`src/rtl/multicycle_control_unit.sv`:
```
// multicycle_control_unit: Moore FSM sequencing the shared-ALU multicycle MIPS datapath; define MUL_EN to add the multi-cycle multiply state.
module multicycle_control_unit #(
  parameter int ALU_CTRL_W  = 3,
  parameter int MUL_LATENCY = 4
) (
  input  logic                  clk,
  input  logic                  rst,
  input  logic [5:0]            opcode,
  input  logic [5:0]            funct,
  input  logic                  zero,
  input  logic                  mem_ready,
  output logic                  IorD,
  output logic                  MemWrite,
  output logic                  IRWrite,
  output logic                  RegDst,
  output logic                  MemtoReg,
  output logic                  RegWrite,
  output logic                  ALUsrcA,
  output logic [1:0]            ALUsrcB,
  output logic [ALU_CTRL_W-1:0] ALUcontrol,
  output logic [1:0]            PCSrc,
  output logic                  PCWrite,
  output logic                  Branch,
  output logic                  jmp,
  output logic                  PCEn,
  output logic                  illegal,
  output logic [3:0]            state
);
  typedef enum logic [3:0] {
    FETCH = 4'd0, DECODE = 4'd1, MEMADR = 4'd2, MEMRD = 4'd3, MEMWB = 4'd4,
    MEMWR = 4'd5, EXECUTE = 4'd6, ALUWB = 4'd7, BRANCH = 4'd8, ADDIEX = 4'd9,
    ADDIWB = 4'd10, JUMP = 4'd11, MULEX = 4'd12
  } stateType;
  localparam logic [5:0] OP_RTYPE = 6'b000000, OP_LW = 6'b100011, OP_SW = 6'b101011,
                         OP_ADDI = 6'b001000, OP_BEQ = 6'b000100, OP_J = 6'b000010;
  localparam logic [5:0] F_ADD = 6'b100000, F_SUB = 6'b100010, F_AND = 6'b100100,
                         F_OR = 6'b100101, F_SLT = 6'b101010, F_MUL = 6'b011000;
  if (ALU_CTRL_W < 3 || MUL_LATENCY < 1 || MUL_LATENCY > 15) begin : g_badParam
    $error("multicycle_control_unit: parameter out of range");
  end
  stateType curState, nextState, s;
  logic illegalQ, illegalNext, rLegal;
  logic [2:0] aluCode;
`ifdef MUL_EN
  logic [3:0] mulCnt;
  logic mulDone;
  assign rLegal = funct inside {F_ADD, F_SUB, F_AND, F_OR, F_SLT, F_MUL};
  assign mulDone = mulCnt == 4'(MUL_LATENCY - 1);
  always_ff @(posedge clk) mulCnt <= (rst || curState != MULEX) ? 4'd0 : mulCnt + 4'd1;
`else
  assign rLegal = funct inside {F_ADD, F_SUB, F_AND, F_OR, F_SLT};
`endif
  always_ff @(posedge clk) begin
    curState <= rst ? FETCH : nextState;
    illegalQ <= illegalNext;
  end
  // Reset presents the FETCH decode; write-type strobes are then masked.
  always_comb begin
    s = rst ? FETCH : curState;
    nextState = FETCH;
    illegalNext = 1'b0;
    IorD = 1'b0;
    MemWrite = 1'b0;
    IRWrite = 1'b0;
    RegDst = 1'b0;
    MemtoReg = 1'b0;
    RegWrite = 1'b0;
    ALUsrcA = 1'b0;
    ALUsrcB = 2'b00;
    aluCode = 3'b010;
    PCSrc = 2'b00;
    PCWrite = 1'b0;
    Branch = 1'b0;
    jmp = 1'b0;
    case (s)
      FETCH: begin
        ALUsrcB = 2'b01;
        IRWrite = mem_ready;
        PCWrite = mem_ready;
        nextState = mem_ready ? DECODE : FETCH;
      end
      DECODE: begin
        ALUsrcB = 2'b11;
        case (opcode)
          OP_LW, OP_SW: nextState = MEMADR;
          OP_RTYPE:     nextState = rLegal ? EXECUTE : FETCH;
          OP_ADDI:      nextState = ADDIEX;
          OP_BEQ:       nextState = BRANCH;
          OP_J:         nextState = JUMP;
          default:      nextState = FETCH;
        endcase
        illegalNext = nextState == FETCH;
      end
      MEMADR: begin
        ALUsrcA = 1'b1;
        ALUsrcB = 2'b10;
        nextState = opcode == OP_SW ? MEMWR : MEMRD;
      end
      MEMRD: begin
        IorD = 1'b1;
        nextState = mem_ready ? MEMWB : MEMRD;
      end
      MEMWB: begin
        MemtoReg = 1'b1;
        RegWrite = 1'b1;
      end
      MEMWR: begin
        IorD = 1'b1;
        MemWrite = 1'b1;
        nextState = mem_ready ? FETCH : MEMWR;
      end
      EXECUTE: begin
        ALUsrcA = 1'b1;
        aluCode = funct == F_SUB ? 3'b110 : funct == F_AND ? 3'b000 :
                  funct == F_OR  ? 3'b001 : funct == F_SLT ? 3'b111 : 3'b010;
`ifdef MUL_EN
        nextState = funct == F_MUL ? MULEX : ALUWB;
`else
        nextState = ALUWB;
`endif
      end
      ALUWB: begin
        RegDst = 1'b1;
        RegWrite = 1'b1;
      end
      BRANCH: begin
        ALUsrcA = 1'b1;
        aluCode = 3'b110;
        Branch = 1'b1;
        PCSrc = 2'b01;
      end
      ADDIEX: begin
        ALUsrcA = 1'b1;
        ALUsrcB = 2'b10;
        nextState = ADDIWB;
      end
      ADDIWB: RegWrite = 1'b1;
      JUMP: begin
        PCSrc = 2'b10;
        PCWrite = 1'b1;
        jmp = 1'b1;
      end
`ifdef MUL_EN
      MULEX: begin
        ALUsrcA = 1'b1;
        aluCode = 3'b011;
        nextState = mulDone ? ALUWB : MULEX;
      end
`endif
      default: nextState = FETCH;
    endcase
    if (rst) begin
      IRWrite = 1'b0;
      PCWrite = 1'b0;
      MemWrite = 1'b0;
      RegWrite = 1'b0;
    end
  end
  assign ALUcontrol = ALU_CTRL_W'(aluCode);
  assign PCEn = PCWrite | (Branch & zero);
  assign illegal = illegalQ & ~rst;
  assign state = curState;
endmodule

```
`config.mk`:
```
export PLATFORM = sky130hd
export DESIGN_NAME = multicycle_control_unit
export DESIGN_NICKNAME = d
export VERILOG_FILES = /design/src/rtl/multicycle_control_unit.sv
export SDC_FILE = /design/constraint.sdc
export NUM_CORES = 1
export LEC_CHECK = 0
export ABC_AREA = 1
export BUFFER_PORTS_ARGS = -buffer_cell sky130_fd_sc_hd__clkbuf_2
export CAP_MARGIN = 30
export CORE_MARGIN = 5
export CORE_UTILIZATION = 40
export CTS_CLUSTER_DIAMETER = 30
export DETAILED_ROUTE_END_ITERATION = 8
export PLACE_DENSITY = 0.76
export SETUP_SLACK_MARGIN = 0.4
export SYNTH_ARGS = -nofsm -noshare
export SYNTH_HDL_FRONTEND = slang
export SYNTH_SLANG_ARGS = --single-unit
```
`constraint.sdc`:
```
create_clock -name clk -period 1.65 [get_ports clk]
set_input_delay 0.33 -clock clk [delete_from_list [all_inputs] [get_ports clk]]
set_output_delay 0.33 -clock clk [all_outputs]
set_load 0.03 [all_outputs]
```
==> results of run 1 <==
==> stage by stage <==
| step | setup WS [ns] | setup TNS [ns] | std cells | utilization [%] | area, sq um |
|---|---|---|---|---|---|
| CTS | -0.0965 | -0.290 | 203 | 95.5 | 1420 |
| detailed placement | -0.0510 | -0.156 | 185 | 71.8 | 1070 |
| global placement | -0.0129 | -0.0292 | 185 | 71.8 | 1070 |
| floorplan | 0.169 | 0 | 120 | - | 781 |
==> what timing repair did <==
action                     in CTS
setup endpoints to repair      18
hold endpoints to repair        0
setup buffers                  14
pin swaps                      13
gates resized for setup        55
==> kinds of logic after synthesis <==
logic type	share of synthesized area [%]
and+or+nand+nor	57.5
DFF	16.0
buffers and inverters	16.8
AOI/OAI and AO/OA	9.62
==> reports/metrics.csv, run 1 <==
metric;value;unit
clockBufferDepth;2;
yosys-top-cells-count;nand2_1 (25), nor2_1 (25), inv_1 (23), nand3_1 (12), dfxtp_1 (5);
synthArstFlopShare;0;%
initial_core_util;41.9;%
cts.sinks;5;
hold_buffers;0;
syn_inst;120;
gp_congestion;0.869;
avgSynthCellArea;5.20;sq um
numCtsBuffers;3;
die_h;49.5;microns
cts_root_buf;clkbuf_4;
synth_top_area_cell;dfxtp_1;
pin_count;39;
outcome;aborted with a tool error;
synth_flop_cell;dfxtp_1;
yosysWarnings;0;
grt-worst-endpoint;ALUsrcB[1];
synth_seq_cells;5;
syn_area;624;sq um
synth.yosys.seq_area_share;16.0;%
synth-edff-count;0;
fp-row-count;14;
portBuffers;38;
haltStage;5_1_grt;
synth_cell_type_count;22;
die_x;49.5;microns
grt_start_max_net_pins;7;
error_line;[ERROR DPL-0038] Utilization greater than 100%, impossible to legalize;
dp_hpwl;1.80;mm
synth_top_area_share;16.0;%
synth_area_leaders;dfxtp_1 (16%), nand2_1 (15%), nor2_1 (15%);
worstEndpointType;output port;
htree_levels;1;
syn-num-nets;136;
==> run 2: changes to the inputs <==
--- a/config.mk
+++ b/config.mk
@@ -8,12 +8,10 @@
 export ABC_AREA = 1
 export BUFFER_PORTS_ARGS = -buffer_cell sky130_fd_sc_hd__clkbuf_2
 export CAP_MARGIN = 30
-export CORE_MARGIN = 5
-export CORE_UTILIZATION = 40
-export CTS_CLUSTER_DIAMETER = 30
+export CORE_AREA = 5 5 66 68
 export DETAILED_ROUTE_END_ITERATION = 8
-export PLACE_DENSITY = 0.76
-export SETUP_SLACK_MARGIN = 0.4
+export DIE_AREA = 0 0 71 73
+export PLACE_DENSITY_LB_ADDON = 0.15
 export SYNTH_ARGS = -nofsm -noshare
 export SYNTH_HDL_FRONTEND = slang
 export SYNTH_SLANG_ARGS = --single-unit
==> run 2 against run 1 <==
The flow now finishes, with violations (negative setup slack). Area after synthesis did not move. Synthesized cell count did not move.
==> reports/metrics.csv, run 2 <==
metric;value;unit;change
outcome;finished with violations;;
violations;negative setup slack;;
p_clk_share;46.0;%;
synth_top_area_cell;dfxtp_1;;
critical_path.max_stage_delay;0.38;ns;
yosys-top-cells-count;nand2_1 (25), nor2_1 (25), inv_1 (23), nand3_1 (12), dfxtp_1 (5);;
period_minus_slack;1.74;ns;
n_antenna_cell;0;;
synth_seq_cells;5;;unchanged
min_path_type;in2reg;;
vdd_ir_drop_max;115;uV;
drt_pre_antenna_iters;4;;
grt_usage;9.86;%;
final_cell_count_no_fill;237;;
worstMarginPinSlew;0.226;ns;
vias;965;;
crit_path_start_kind;flop;;
synth.yosys.seq_area_share;16.0;%;unchanged
grt_pass1_wl;4.21;mm;
synth_area_leaders;dfxtp_1 (16%), nand2_1 (15%), nor2_1 (15%);;
drive_gt1_share;57.2;%;
clockBufferDepth;2;;unchanged
cp.buffers_inverters;1;;
syn_area;624;sq um;unchanged
crit_end;ALUcontrol[1];;
grt_start_max_net_pins;7;;
max_slew_margin;84.8;%;
setup_slack;-0.0872;ns;
cts_tree;yes;;
drt_iter0_markers;33;;
antenna_found_initial;0;;
p_int;340;uW;
worstSetupPathType;reg2out;;
worst-path-stages;5;;
gp_congestion;0.902;;+3.7%
pwr-share-comb;28.2;%;
avgSynthCellArea;5.20;sq um;unchanged
largest_reg_flops;4;;
skew;0.000477;ns;
syn_inst;120;;unchanged
sequentialPowerShare;25.8;%;
crit_arrival;1.41;ns;
reg2reg_depth;10;;
routed_wl;2.56;mm;
synth_top_area_share;16.0;%;unchanged
mostFrequentLayoutCell;buf_4;;
synth_cell_type_count;22;;unchanged
finalCritPeriodShare;105;%;
power_density;350;nW/um^2;
power;482;uW;
fin_area;1380;sq um;
vias_per_cell;4.07;;
fillers;414;;
cts_root_buf;clkbuf_8;;
design.die.area;5180;sq um;
rr_endpoint;state[1]$_SDFF_PP0_;;
portBuffers;38;;unchanged
crit_chain;nand2_4 > nor2_4 > nand3_4 > or3_4 > buf_8;;
pin_count;39;;unchanged
required;1.32;ns;
end_kind;primary output;;
drtAntennaViolNets;0;;
rsz0062_at_grt;yes;;
yosysWarnings;0;;unchanged
fp-row-count;23;;+9
grt_pass1_vias;974;;
htree_levels;1;;unchanged
cp_max_fo;4;;
dp_cells;225;;+22%
crit_path_start;state[2]$_SDFF_PP0_;;
die_h;73;microns;+47%
die_x;71;microns;+43%
core;3800;sq um;
syn2layout_area_growth;120;%;
hold_buffers;0;;unchanged
nets;204;;
crit_family;simple AND/OR/NAND/NOR gates;;
r2r_start;state[1]$_SDFF_PP0_;;
synth-edff-count;0;;unchanged
dp_hpwl;1.99;mm;+10%
cp_slowest_cell;dfxtp_4;;
finalHoldViolCount;0;;
insertion_delay;0.22;ns;
drc;0;;
clk_pin_slew;0.04;ns;
cts.sinks;5;;unchanged
dp_slack;-0.123;ns;-0.0721 ns
leakage;0.762;nW;
drv_cap;0;;
finalMaxSlewViolations;0;;
r2r_setup_slack;0.26;ns;
dpl_cell_area;1030;sq um;-3.5%
fmax;576;MHz;
p_sw;142;uW;
synth_flop_cell;dfxtp_1;;
layout_common_cells;buf_4 (26), nand2_1 (22), clkbuf_2 (21);;
wire_per_inst;10.8;microns;
swShare;29.4;%;
whs;0.451;ns;
initial_core_util;16.4;%;-25 points
syn-num-nets;136;;unchanged
whs_path_depth;3;;
numCtsBuffers;3;;unchanged
setup_viol;5;;
grt-ovfl-total;0;;
synthArstFlopShare;0;%;unchanged
run 2: cell counts after synthesis:
No cell type changed its count.
run 2: how the worst min path moves through the flow:
stage | endpoint | slack [ns] | start
after global routing | state[0]$_SDFF_PP0_ | 0.45 | rst
final | state[0]$_SDFF_PP0_ | 0.45 | rst
after CTS | state[0]$_SDFF_PP0_ | 0.45 | rst
after floorplan | state[0]$_SDFF_PP0_ | 0.39 | rst
after global placement | state[3]$_SDFF_PP0_ | 0.70 | state[1]$_SDFF_PP0_
after detailed placement | state[3]$_SDFF_PP0_ | 0.69 | state[1]$_SDFF_PP0_
run 2: kinds of logic (layout without fill, tap and decap cells):
logic type | Yosys count | in the layout | share of synthesized area (%)
simple gates | 78 | 78 | 57.5
buf+inv | 27 | 94 | 16.8
compound gates | 10 | 10 | 9.62
flops | 5 | 5 | 16.0
run 2: area by class of cell:
type,count,area [sq um],area share (%)
flip-flops and latches,5,113,8.19
well taps,50,62.6,4.55
repair buffers,64,488,35.5
clock buffers,4,45.0,3.28
multi-input cells,88,557,40.5
inverters,26,110,8.01
run 2: what timing repair did:
item / CTS / global route
gates cloned: 0 / 0
pin swaps: 2 / 3
buffers inserted: 4 / 4
gates resized for setup: 36 / 51
setup endpoints to repair: 15 / 16
run 2: power by group through the flow:
| stage | combinational [mW] | clock (mW) | sequential (mW) |
|---|---|---|---|
| after floorplan | 0.0564 | 0 | 0.133 |
| after global placement | 0.110 | 0 | 0.130 |
| after detailed placement | 0.112 | 0 | 0.130 |
| after CTS | 0.127 | 0.226 | 0.126 |
| after global routing | 0.149 | 0.238 | 0.125 |
| final | 0.136 | 0.222 | 0.124 |
run 2: through the flow:
stage / TNS (ns) / util (%)
final: -0.200 / 36.2
after global routing: -1.04 / 36.2
after CTS: -0.196 / 32.4
after detailed placement: -0.609 / 27.2
after global placement: -0.482 / 27.2
after floorplan: -0.0545 / -
run 2: metal layers:
| metal | routed length, microns | global-route usage (%) | share of wire (%) | vias up |
|---|---|---|---|---|
| met5 | 0 | 0 | 0 | - |
| met4 | 17 | 3.76 | 0.66 | 0 |
| met3 | 135 | 1.79 | 5.3 | 2 |
| met2 | 1420 | 17.8 | 56 | 29 |
| met1 | 984 | 11.5 | 38 | 423 |
| li1 | - | - | - | 511 |
run 2: tightest hold or removal path: cells and delay by family:
family / cells / cell delay [ns]
buffers and inverters: 2 / 0.26
AOI/OAI and AO/OA: 1 / 0.03
Note: power is estimated with default switching activity, not from simulation.
==> run 3: changes to the inputs <==
--- a/config.mk
+++ b/config.mk
@@ -11,6 +11,7 @@
 export CORE_AREA = 5 5 66 68
 export DETAILED_ROUTE_END_ITERATION = 8
 export DIE_AREA = 0 0 71 73
+export MAX_ROUTING_LAYER = met4
 export PLACE_DENSITY_LB_ADDON = 0.15
 export SYNTH_ARGS = -nofsm -noshare
 export SYNTH_HDL_FRONTEND = slang
==> constraint.sdc (replaced) <==
create_clock -name clk -period 2.16 [get_ports clk]
set_input_delay 0.432 -clock clk [delete_from_list [all_inputs] [get_ports clk]]
set_output_delay 0.432 -clock clk [all_outputs]
set_load 0.03 [all_outputs]
==> run 3 against run 2 <==
Sequential share of layout area grew 2.6 points. The flow now finishes without violations. Sequential power shrank 21%. Sequential cell count is the same. Largest cell class unchanged. Highest routed layer is now met3. Clock skew grew 0.0015 ns. Non-clock buffer count shrank 25. Hold slack gained 0.044 ns. Worst setup slack gained 0.27 ns. Clock power shrank 25%. Global-route usage shrank 1.8 points.
==> reports/metrics.csv, run 3 (synthesis gave the netlist of run 2 again) <==
metric;value;unit;change
die_h;73;microns;unchanged
routed_wl;2.01;mm;-21%
rsz0062_at_grt;no;;
grt-ovfl-total;0;;unchanged
largest_reg_flops;4;;unchanged
drt_iter0_markers;39;;+18%
mostFrequentLayoutCell;clkbuf_2;;
crit_path_start_kind;input port;;
grt_use_met2;14.8;%;-3.0 points
pin_count;39;;unchanged
drive_gt1_share;34.6;%;-23 points
met1_usage;9.44;%;-2.1 points
finalCritPeriodShare;91.8;%;
vdd_ir_drop_max;180;uV;+56%
grt_pass1_vias;824;;-15%
layout_common_cells;clkbuf_2 (38), nand2_1 (25), nor2_1 (24);;
fmax;505;MHz;
clockBufferDepth;2;;unchanged
vias;837;;-13%
worstMarginPinSlew;0.342;ns;+0.116 ns
insertion_delay;0.22;ns;about the same
cts_tree;yes;;
crit_arrival;1.55;ns;+0.14 ns
use_met3;1.65;%;-0.14 points
initial_core_util;16.4;%;unchanged
antenna_found_initial;0;;unchanged
skew;0.00198;ns;+0.00150 ns
die_x;71;microns;unchanged
hold_buffers;0;;unchanged
leakage;0.564;nW;-26%
finalSetupTns;0;ns;+0.200 ns
cts.sinks;5;;unchanged
fin_area;926;sq um;-33%
finalMaxSlewViolations;0;;unchanged
worstHoldStart;rst;;
drt_pre_antenna_iters;4;;unchanged
gp_congestion;0.843;;-6.5%
dp_hpwl;1.86;mm;-6.4%
htree_levels;1;;unchanged
numCtsBuffers;3;;unchanged
dp_slack;0.168;ns;+0.292 ns
finalHoldViolCount;0;;unchanged
design.die.area;5180;sq um;unchanged
min_path_type;in2reg;;
cts_root_buf;clkbuf_8;;
register_area;100;sq um;-11%
busiest_layer;met2;;
grt_usage;8.07;%;-1.8 points
clk_pin_slew;0.03;ns;about the same
nets;179;;-12%
multi_input_area;422;sq um;-24%
outcome;finished, final reports clean;;
grt_pass1_wl;3.48;mm;-17%
setup_viol;0;;-5
period_minus_slack;1.98;ns;
drv_cap;0;;unchanged
dpl_cell_area;877;sq um;-15%
core;3800;sq um;unchanged
fp-row-count;23;;unchanged
required;1.73;ns;+0.41 ns
power_density;367;nW/um^2;+4.8%
worstSetupPathType;in2out;;
final_util;24.4;%;-12 points
crit_path_start;rst;;
portBuffers;38;;unchanged
wire_per_inst;9.50;microns;-12%
vias_per_cell;3.95;;-3.0%
setup_slack;0.178;ns;+0.265 ns
drtAntennaViolNets;0;;unchanged
syn2layout_area_growth;48.3;%;
n_antenna_cell;0;;unchanged
grt_start_max_net_pins;7;;unchanged
cp_max_fo;6;;+2
fillers;472;;+14%
drc;0;;unchanged
max_slew_margin;77.1;%;-7.7 points
end_kind;primary output;;
r2r_start;state[1]$_SDFF_PP0_;;
## run 3: worst paths after layout
check	to	slack, ns	cells past startpoint
max	ALUcontrol[1]	0.18	7
min	state[0]$_SDFF_PP0_	0.50	2
max reg2reg	state[1]$_SDFF_PP0_	0.90	8
min reg2reg	state[3]$_SDFF_PP0_	0.75	4
## run 3: worst max-delay path, stage by stage
cell and delay, ns:
clkbuf_2 0.13, inv_2 0.12, nand2_2 0.07, nor2_2 0.15
nand3_2 0.13, or3_1 0.32, clkbuf_2 0.19
## run 3: through the flow
| step | std cells | total power [mW] | hold slack, ns |
|---|---|---|---|
| floorplan | 120 | 0.143 | 0.501 |
| global placement | 208 | 0.174 | 0.696 |
| detailed placement | 208 | 0.175 | 0.704 |
| CTS | 212 | 0.345 | 0.481 |
| global route | 212 | 0.362 | 0.517 |
| finish | 212 | 0.340 | 0.495 |
## run 3: power by group
part	switching, mW	total (mW)	internal (mW)
clock	0.0434	0.167	0.124
combinational	0.0501	0.0753	0.0253
sequential	0.00225	0.0975	0.0952
total	0.0957	0.340	0.244
## run 3: metal layers
layer	routed length (microns)	share of wire, %
met5	0	0
met4	0	0
met1	910	45
met2	970	48
met3	131	6.5
## run 3: area by class of cell
type                            instances  share of cell area [%]
Timing Repair Buffer                   39                    21.4
Inverter                               26                    10.5
Clock buffer                            3                    4.46
Multi-Input combinational cell         88                    45.5
Tap cell                               50                    6.76
Sequential cell                         5                    10.8
Clock inverter                          1                   0.541
## run 3: what timing repair did
item	4_1_cts	5_1_grt
gates resized for setup	0	1
buffers inserted	0	0
setup endpoints to repair	0	2
